<file path="config.mk">
export PLATFORM = sky130hd
export DESIGN_NAME = sine_table_sequencer_flat
export DESIGN_NICKNAME = d
export VERILOG_FILES = /design/src/rtl/sine_table_sequencer_if.sv /design/src/rtl/sine_table_sequencer.sv /design/src/flat_wrapper.sv
export SDC_FILE = /design/constraint.sdc
export NUM_CORES = 1
export LEC_CHECK = 0
export ABC_AREA = 0
export BUFFER_PORTS_ARGS = -buffer_cell sky130_fd_sc_hd__buf_2
export CORE_MARGIN = 3
export CORE_UTILIZATION = 51
export DETAILED_ROUTE_END_ITERATION = 12
export GPL_TIMING_DRIVEN = 0
export PLACE_DENSITY_LB_ADDON = 0.25
export SLEW_MARGIN = 20
export SYNTH_ARGS = -nofsm -noshare
export SYNTH_HDL_FRONTEND = slang
export SYNTH_SLANG_ARGS = --single-unit
</file>
<file path="constraint.sdc">
create_clock -name clk -period 1.93 [get_ports clk]
set_input_delay 0.579 -clock clk [delete_from_list [all_inputs] [get_ports clk]]
set_output_delay 0.579 -clock clk [all_outputs]
set_load 0.005 [all_outputs]
</file>
<file path="src/rtl/sine_table_sequencer_if.sv">
// rtl/sine_table_sequencer_if.sv - control, table and sample-stream bundle for the sine sequencer
interface sine_table_sequencer_if #(
    parameter int SINE_SIZE = 8,
    parameter int IDX_W     = 6,
    parameter int DIV_W     = 16
);
    logic                 start;
    logic                 stop;
    logic                 continuous;
    logic [DIV_W-1:0]     div;
    logic [IDX_W-1:0]     table_last;
    logic [SINE_SIZE-1:0] table_data;
    logic [IDX_W-1:0]     table_addr;
    logic [SINE_SIZE-1:0] sample_out;
    logic                 sample_valid;
    logic                 period_done;
    logic                 busy;

    // Controller / table / consumer side
    modport master (
        output start, stop, continuous, div, table_last, table_data,
        input  table_addr, sample_out, sample_valid, period_done, busy
    );

    // Sequencer side
    modport slave (
        input  start, stop, continuous, div, table_last, table_data,
        output table_addr, sample_out, sample_valid, period_done, busy
    );
endinterface

</file>
<file path="src/rtl/sine_table_sequencer.sv">
// rtl/sine_table_sequencer.sv - walks a half-sine table up and down into full raised-sine periods
module sine_table_sequencer #(
    parameter int SINE_SIZE  = 8,
    parameter int TABLE_SIZE = 32,
    parameter int IDX_W      = 6,
    parameter int DIV_W      = 16
) (
    input  logic                  clk,
    input  logic                  rst_n,
    sine_table_sequencer_if.slave bus
);
    typedef enum logic [1:0] {
        S_IDLE = 2'd0,
        S_RISE = 2'd1,
        S_FALL = 2'd2
    } state_t;

    // Highest index that physically exists in the table; a larger table_last is clamped here.
    localparam logic [IDX_W-1:0] MAX_LAST = IDX_W'(TABLE_SIZE - 1);

    state_t               state_q, state_d;
    logic [IDX_W-1:0]     addr_q, addr_d;
    logic [DIV_W-1:0]     cnt_q, cnt_d;
    logic [SINE_SIZE-1:0] sample_q, sample_d;
    logic                 valid_q, valid_d;
    logic                 done_q, done_d;
    logic                 stop_pend_q, stop_pend_d;
    logic [DIV_W-1:0]     div_l_q, div_l_d;
    logic                 cont_l_q, cont_l_d;
    logic [IDX_W-1:0]     last_l_q, last_l_d;

    logic                 period_end;
    logic                 stop_now;

    // Next-state logic: start acceptance, sample-rate tick and the up/down table walk
    always_comb begin
        state_d     = state_q;
        addr_d      = addr_q;
        cnt_d       = cnt_q;
        sample_d    = sample_q;
        valid_d     = 1'b0;
        done_d      = 1'b0;
        stop_pend_d = stop_pend_q;
        div_l_d     = div_l_q;
        cont_l_d    = cont_l_q;
        last_l_d    = last_l_q;
        period_end  = 1'b0;
        stop_now    = stop_pend_q | bus.stop;

        case (state_q)
            S_IDLE: begin
                if (bus.start && (bus.table_last != '0)) begin
                    state_d     = S_RISE;
                    addr_d      = '0;
                    cnt_d       = '0;
                    stop_pend_d = 1'b0;
                    div_l_d     = bus.div;
                    cont_l_d    = bus.continuous;
                    last_l_d    = (bus.table_last > MAX_LAST) ? MAX_LAST : bus.table_last;
                end
            end
            default: begin
                stop_pend_d = stop_now;
                if (cnt_q == div_l_q) begin
                    cnt_d    = '0;
                    sample_d = bus.table_data;
                    valid_d  = 1'b1;
                    if (state_q == S_RISE) begin
                        if (addr_q < last_l_q) begin
                            addr_d = addr_q + IDX_W'(1);
                        end else if (last_l_q == IDX_W'(1)) begin
                            // With a two-entry table the falling half is empty: the peak closes the period.
                            period_end = 1'b1;
                        end else begin
                            state_d = S_FALL;
                            addr_d  = last_l_q - IDX_W'(1);
                        end
                    end else begin
                        if (addr_q > IDX_W'(1)) begin
                            addr_d = addr_q - IDX_W'(1);
                        end else begin
                            period_end = 1'b1;
                        end
                    end
                    if (period_end) begin
                        done_d = 1'b1;
                        addr_d = '0;
                        if (cont_l_q && !stop_now) begin
                            state_d = S_RISE;
                        end else begin
                            state_d     = S_IDLE;
                            stop_pend_d = 1'b0;
                        end
                    end
                end else begin
                    cnt_d = cnt_q + DIV_W'(1);
                end
            end
        endcase
    end

    // State and datapath registers
    always_ff @(posedge clk or negedge rst_n) begin
        if (!rst_n) begin
            state_q     <= S_IDLE;
            addr_q      <= '0;
            cnt_q       <= '0;
            sample_q    <= '0;
            valid_q     <= 1'b0;
            done_q      <= 1'b0;
            stop_pend_q <= 1'b0;
            div_l_q     <= '0;
            cont_l_q    <= 1'b0;
            last_l_q    <= '0;
        end else begin
            state_q     <= state_d;
            addr_q      <= addr_d;
            cnt_q       <= cnt_d;
            sample_q    <= sample_d;
            valid_q     <= valid_d;
            done_q      <= done_d;
            stop_pend_q <= stop_pend_d;
            div_l_q     <= div_l_d;
            cont_l_q    <= cont_l_d;
            last_l_q    <= last_l_d;
        end
    end

    assign bus.table_addr   = addr_q;
    assign bus.sample_out   = sample_q;
    assign bus.sample_valid = valid_q;
    assign bus.period_done  = done_q;
    assign bus.busy         = (state_q != S_IDLE);
endmodule

</file>
<file path="src/flat_wrapper.sv">
// flat-port wrapper written by rule: the top's interface ports become plain ports
module sine_table_sequencer_flat 
#(
    parameter int SINE_SIZE  = 8,
    parameter int TABLE_SIZE = 32,
    parameter int IDX_W      = 6,
    parameter int DIV_W      = 16
)
  (clk, rst_n, bus_start, bus_stop, bus_continuous, bus_div, bus_table_last, bus_table_data, bus_table_addr, bus_sample_out, bus_sample_valid, bus_period_done, bus_busy);
  sine_table_sequencer_if #(.SINE_SIZE(SINE_SIZE), .IDX_W(IDX_W), .DIV_W(DIV_W)) bus_i ();
  input  logic clk;
  input  logic rst_n;
  input wire logic [$bits(bus_i.start)-1:0] bus_start;
  input wire logic [$bits(bus_i.stop)-1:0] bus_stop;
  input wire logic [$bits(bus_i.continuous)-1:0] bus_continuous;
  input wire logic [$bits(bus_i.div)-1:0] bus_div;
  input wire logic [$bits(bus_i.table_last)-1:0] bus_table_last;
  input wire logic [$bits(bus_i.table_data)-1:0] bus_table_data;
  output wire logic [$bits(bus_i.table_addr)-1:0] bus_table_addr;
  output wire logic [$bits(bus_i.sample_out)-1:0] bus_sample_out;
  output wire logic [$bits(bus_i.sample_valid)-1:0] bus_sample_valid;
  output wire logic [$bits(bus_i.period_done)-1:0] bus_period_done;
  output wire logic [$bits(bus_i.busy)-1:0] bus_busy;
  assign bus_i.start = bus_start;
  assign bus_i.stop = bus_stop;
  assign bus_i.continuous = bus_continuous;
  assign bus_i.div = bus_div;
  assign bus_i.table_last = bus_table_last;
  assign bus_i.table_data = bus_table_data;
  assign bus_table_addr = bus_i.table_addr;
  assign bus_sample_out = bus_i.sample_out;
  assign bus_sample_valid = bus_i.sample_valid;
  assign bus_period_done = bus_i.period_done;
  assign bus_busy = bus_i.busy;
  sine_table_sequencer #(.SINE_SIZE(SINE_SIZE), .TABLE_SIZE(TABLE_SIZE), .IDX_W(IDX_W), .DIV_W(DIV_W)) u_core (.clk(clk), .rst_n(rst_n), .bus(bus_i));
endmodule
</file>
==> results of run 1 <==
==> cells by family (layout without fill, tap and decap cells) <==
logic type | after synthesis | after routing | synth area share (%)
and+or+nand+nor | 105 | 105 | 15.3
muxes | 28 | 28 | 9.63
xor gates and xnor gates | 23 | 23 | 6.20
DFF | 58 | 58 | 44.7
AOI/OAI and AO/OA | 73 | 73 | 15.2
buffers and inverters | 28 | 143 | 4.70
adders and majority gates | 11 | 11 | 4.24
==> where the power goes <==
| group | switching [W] | leakage, nW | internal (W) |
|---|---|---|---|
| Sequential | 0.000361 | 0.724 | 0.00157 |
| Clock | 0.000526 | 0.0954 | 0.000592 |
| Combinational | 0.00179 | 1.33 | 0.00184 |
| Total | 0.00268 | 2.15 | 0.00400 |
==> sequential cells by signal (all words and copies together) (netlist names) <==
| name | flops |
|---|---|
| u_core.stop_pend_q | 1 |
| u_core.bus.sample_out | 8 |
| u_core.div_l_q | 16 |
| u_core.cont_l_q | 1 |
| u_core.bus.period_done | 1 |
| u_core.cnt_q | 16 |
| u_core.last_l_q | 6 |
| u_core.state_q | 2 |
| u_core.bus.table_addr | 6 |
| u_core.bus.sample_valid | 1 |
==> timing repair <==
item,in CTS,in global routing
gates resized for setup,42,87
buffers inserted,21,24
hold buffers,0,0
endpoints found under the setup margin,44,44
cloned,3,3
pin swaps,15,32
==> worst paths after layout <==
kind / startpoint / to
setup / recovery: u_core.cnt_q[4] / u_core.bus.sample_out[1]
hold / removal: rst_n / u_core.bus.table_addr[2]
max in group asynchronous: rst_n / u_core.state_q[0]
setup reg to reg: u_core.cnt_q[4] / u_core.bus.sample_out[1]
hold reg to reg: u_core.bus.sample_out[4] / u_core.bus.sample_out[4]
min in group clk: bus_div[6] / u_core.div_l_q[6]
==> layer usage <==
layer  share of wire (%)  vias to the layer above  wire length, µm
met1                  43                     1507             4190
li1                    -                     1390                -
met5                   0                        -                0
met3                 7.3                       25              704
met2                  47                      151             4550
met4                 2.1                        0              204
==> cells in the mapped netlist, types with 2 or more instances <==
| cell | number |
|---|---|
| o21ai_1 | 8 |
| nor3_1 | 17 |
| xor2_1 | 2 |
| mux2_1 | 17 |
| dfrtp_1 | 58 |
| xnor2_1 | 21 |
| nand4_1 | 7 |
| nor2_1 | 24 |
| mux2i_1 | 2 |
| o21ai_0 | 14 |
| ha_1 | 11 |
| o31ai_1 | 6 |
| nand2_1 | 32 |
| or4_1 | 3 |
| o22ai_1 | 2 |
| o21a_1 | 2 |
| a21oi_1 | 17 |
| clkbuf_1 | 5 |
| or3_1 | 2 |
| a22o_1 | 4 |
| o31a_1 | 3 |
| nand3_1 | 8 |
| a31oi_1 | 2 |
| mux2_2 | 9 |
| nor4_1 | 2 |
| inv_1 | 12 |
| and2_1 | 2 |
| a21o_1 | 2 |
| buf_2 | 5 |
| buf_6 | 5 |
| nand2b_1 | 2 |
==> cell type report <==
class                      count  area, µm²
inverter                      12       47.5
fill                         353       1300
timing repair buffer         102        756
multi-input combinational    240       2070
sequential                    58       1460
tap                           75       93.8
clock buffer                   9        124
buffer                        13        146
clock inverter                 7       68.8
==> cell usage in the layout, fill, tap and decap left out, types with 12 or more instances in the layout <==
cell type,synthesis,layout
buf_2,5,49
buf_4,1,38
buf_6,5,16
dfrtp_1,58,52
mux2_4,0,25
nand2_1,32,30
nor2_1,24,19
nor3_1,17,12
o21ai_1,8,15
xnor2_1,21,18
==> metrics by stage <==
stage	hold slack, ns	instance area, µm²	setup WS (ns)	TNS, ns	cells
6_report	0.267	4760	-0.173	-3.61	516
3_3_place_gp	0.472	3680	-0.457	-17.36	452
4_1_cts	0.321	4200	-0.0994	-1.01	490
2_1_floorplan	0.283	3330	-0.205	-2.75	326
5_1_grt	0.333	4760	-0.231	-6.68	516
3_5_place_dp	0.476	3680	-0.422	-17.48	452
==> results.tsv, run 1 <==
metric	value	unit
Vias/cell	5.96	
Worst R2R Path Depth	6	
global route overflow	0	
sequential share of the synthesized area	44.7	%
drt wl/cell	18.7	µm
largest net degree at the start of global routing	59	
HPWL Detailed	5390	µm
Die Span Y	85.8	µm
Startpoint Class	flip-flop	
critical path class	flip-flop to flip-flop	
clk buf depth	2	
worst-skew pair later-pin latency	0.35	ns
DR iter-0 viols	275	
Worst Path Buf+Inv	1	
DR DRC count	0	
initial core utilization	53.6	%
Global Route Usage Sum	24.3	%
violated checks	negative setup slack	
synth-to-layout area growth	46.5	%
vias in the first global route	2848	
routing usage on met3	7.49	%
CP cell instances	xnor2_1, nand4_1, nor4_4, and2_4, buf_8, mux2_4	
Setup Viol. Count Final	50	
Inserted Clock Buffers	9	
first-pass GRT wire length	14000	µm
WP data required	2.16	ns
DRT Wirelength	9650	µm
top cell type's share of synthesized area	44.7	%
FF+latch count, synth	58	
Final Util	78.6	%
I/O Buffers	51	
headroom to the max-slew limit	50.3	%
predominant post-synthesis flop cell	dfrtp_1	
Worst Setup End Kind	flip-flop	
Crit path largest cell delay	0.45	ns
Syn Inst Count	326	
synth top area cells	dfrtp_1 45%, mux2_1 5.9%, xnor2_1 5.7%	
GRT Max-Usage Layer	met2	
Root Buffer	clkbuf_8	
layout cell share with drive strength beyond 1	50.1	%
Die ar.	7370	µm²
Synth cell types	51	
Clk pin slew, worst setup/hold paths	0.07	ns
minimum clock period	2.10	ns
Core Area	6060	µm²
fmax	475	MHz
die width	85.8	µm
cell taking the most area after synthesis	dfrtp_1	
Post-synth EDFFs	0	
layout net count	482	
Power Density	1400	nW/µm²
via count	3073	
CP max-delay cell	nor4_4	
R2R setup slack	-0.17	ns
CTS sink count	58	
Worst Tran Pin Value	0.745	ns
CP delay by family, top	simple AND/OR/NAND/NOR gates	
YS warnings	0	
fin crit share	109	%
n_diodes	0	
Antenna Nets Post-Route	0	
HP Class	primary input to async pin	
status	finished with violations	
Syn Area/Cell	9.97	µm²
leakage power	2.15	nW
H-tree level count	3	
antenna violations before repair	0	
fin worst setup slack	-0.173	ns
M1 GR Usage	34.1	%
GP Congestion	0.921	
worst path arrival time	2.33	ns
maximum VDD drop	0.893	mV
Hold Vio Cnt, Final	0	
Setup Skew	0.00655	ns
net count after synthesis	372	
final total power	0.00668	W
Max-Cap Viols	0	
CP Depth	6	
Cell Rows	28	
Pre-Repair DR Iteration Count	5	
met2 usage	36.3	%
max-slew violation count	0	
RSZ-0062 raised after global routing	yes	
TritonCTS clock tree	built	
Cell Area, Synth	3250	µm²
crit-path max FO	5	
number of primary I/O pins	52	
fraction of registers with async set or reset after synthesis	100	%
Note: power is estimated with default switching activity, not from simulation.
==> inputs of run 2 (changes only) <==
- CELL_PAD_IN_SITES_DETAIL_PLACEMENT: default -> 1
- CELL_PAD_IN_SITES_GLOBAL_PLACEMENT: default -> 1
- CORE_UTILIZATION: 51 -> 39
- CTS_BUF_LIST: default -> sky130_fd_sc_hd__clkbuf_8 sky130_fd_sc_hd__clkbuf_16
- REMOVE_ABC_BUFFERS: default -> 1
==> run 2 against run 1 <==
Net effect:
- the flow still finishes with violations (negative setup slack)
- first-iteration DRC count decreased by 27%
- non-clock buffer count down 2
- routed wire length grew 24%
- critical endpoint is now u_core.bus.table_addr[5]
- highest routed layer unchanged
==> results.tsv, run 2 (synthesis gave the netlist of run 1 again) <==
metric	value	unit	change
CTS sink count	58		unchanged
drt wl/cell	21.9	µm	+17%
DR DRC count	0		unchanged
Power Density	1440	nW/µm²	+2.4%
clock network power share	15.9	%	-0.8 points
fin worst setup slack	-0.110	ns	+0.0634 ns
Core Area	7890	µm²	+30%
worst path arrival time	2.29	ns	-0.04 ns
Inserted Clock Buffers	9		unchanged
Root Buffer	clkbuf_8		
Max-Cap Viols	0		unchanged
most common cell after layout, fill and taps aside	buf_2		
via count	3174		+3.3%
Setup Viol. Count Final	24		-52%
Die Span Y	97.3	µm	+13%
switching share of total power	42.0	%	+1.9 points
Vias/cell	5.83		-2.0%
Antenna Nets Post-Route	0		unchanged
DR iter-0 viols	200		-27%
synth-to-layout area growth	44.2	%	
Startpoint Class	flip-flop		
Worst Tran Pin Value	0.764	ns	+0.0190 ns
Hold Vio Cnt, Final	0		unchanged
headroom to the max-slew limit	49.1	%	-1.3 points
layout net count	483		+0.21%
clk buf depth	2		unchanged
first-pass GRT wire length	16600	µm	+19%
layout cell share with drive strength beyond 1	48.4	%	-1.7 points
I/O Buffers	51		unchanged
R2R setup slack	-0.11	ns	+0.06 ns
vias in the first global route	3131		+9.9%
Reg power frac	28.9	%	about the same
fmax	490	MHz	+3.1%
WP data required	2.18	ns	+0.02 ns
crit-path max FO	7		+2
Logic pwr share	55.3	%	+0.9 points
number of primary I/O pins	52		unchanged
GP Congestion	0.791		-14%
RSZ-0062 raised after global routing	yes		
Global Route Usage Sum	22.2	%	-2.1 points
Final Util	59.4	%	-19 points
worst-skew pair later-pin latency	0.36	ns	about the same
global route overflow	0		unchanged
Setup Skew	0.0149	ns	+0.00833 ns
Die ar.	9460	µm²	+28%
fin crit share	106	%	-3.3 points
violated checks	negative setup slack		
H-tree level count	3		unchanged
minimum clock period	2.04	ns	-0.0633 ns
initial core utilization	41.2	%	-12 points
Worst Setup End Kind	flip-flop		
DRT Wirelength	11900	µm	+24%
Clk pin slew, worst setup/hold paths	0.08	ns	about the same
most frequent cells in the layout	47 x buf_2, 46 x buf_4, 44 x dfrtp_1		
Net Switching	0.00283	W	+5.6%
largest net degree at the start of global routing	59		unchanged
status	finished with violations		
TritonCTS clock tree	built		
Cell Rows	32		+14%
HPWL Detailed	5710	µm	+6.0%
die width	97.3	µm	+13%
maximum VDD drop	0.611	mV	-32%
hold_ws	0.272	ns	+0.00564 ns
critical path class	flip-flop to flip-flop		
antenna violations before repair	0		unchanged
Pint	0.00391	W	-2.4%
leakage power	2.08	nW	-3.3%
HP Class	primary input to async pin		
max-slew violation count	0		unchanged
Pre-Repair DR Iteration Count	4		-1
n_diodes	0		unchanged
run 2: per-layer routing:
| metal | up-vias | part of all wire [%] | track usage [%] |
|---|---|---|---|
| met5 | - | 0 | 0 |
| met4 | 0 | 2.7 | 8.95 |
| met3 | 27 | 5.4 | 5.53 |
| met2 | 121 | 49 | 35.6 |
| met1 | 1632 | 43 | 28.8 |
| li1 | 1394 | - | - |
run 2: power groups by stage:
stage | Clock [W] | Sequential, W | Combinational, W
after floorplan | 0 | 0.00185 | 0.00148
after global placement | 0 | 0.00195 | 0.00192
after detailed placement | 0 | 0.00197 | 0.00203
after CTS | 0.00107 | 0.00191 | 0.00286
after global routing | 0.00114 | 0.00199 | 0.00399
final | 0.00107 | 0.00194 | 0.00372
run 2: critical path, cell delays in order (launching register included):
cell,delay (ns)
dfrtp_2,0.46
ha_4,0.29
nand4_1,0.15
buf_4,0.18
o21ai_4,0.28
mux2i_1,0.23
a2bb2oi_1,0.09
o31ai_1,0.24
run 2: final timing paths:
check | start | cells past startpoint | endpoint
hold / removal | rst_n | 1 | u_core.bus.table_addr[4]
min in group clk | bus_div[2] | 2 | u_core.div_l_q[2]
setup / recovery | u_core.bus.table_addr[4] | 7 | u_core.bus.table_addr[5]
setup reg to reg | u_core.bus.table_addr[4] | 7 | u_core.bus.table_addr[5]
hold reg to reg | u_core.cont_l_q | 1 | u_core.cont_l_q
max in group asynchronous | rst_n | 1 | u_core.state_q[0]
run 2: area by class of cell:
class | count | area, µm²
Fill cell | 854 | 3200
Multi-Input combinational cell | 243 | 2020
Sequential cell | 58 | 1470
Timing Repair Buffer | 113 | 843
Clock buffer | 10 | 138
Tap cell | 102 | 128
Inverter | 12 | 48.8
Clock inverter | 6 | 41.3
run 2: repair_timing:
action	CTS	global route
resized for setup	73	40
gates cloned	2	1
buffers inserted	31	29
pin swaps	20	28
hold buffers	0	0
setup endpoints to repair	59	37
run 2: metrics by stage:
step	cells	area [µm²]	total power (W)	worst slack [ns]	TNS (ns)
floorplan	310	3140	0.00333	-0.982	-35.42
global placement	463	3520	0.00387	-2.04	-85.06
detailed placement	465	3560	0.00399	-1.10	-39.57
CTS	514	4310	0.00584	-0.0966	-0.943
global route	544	4690	0.00711	-0.208	-4.38
finish	544	4690	0.00673	-0.110	-1.39
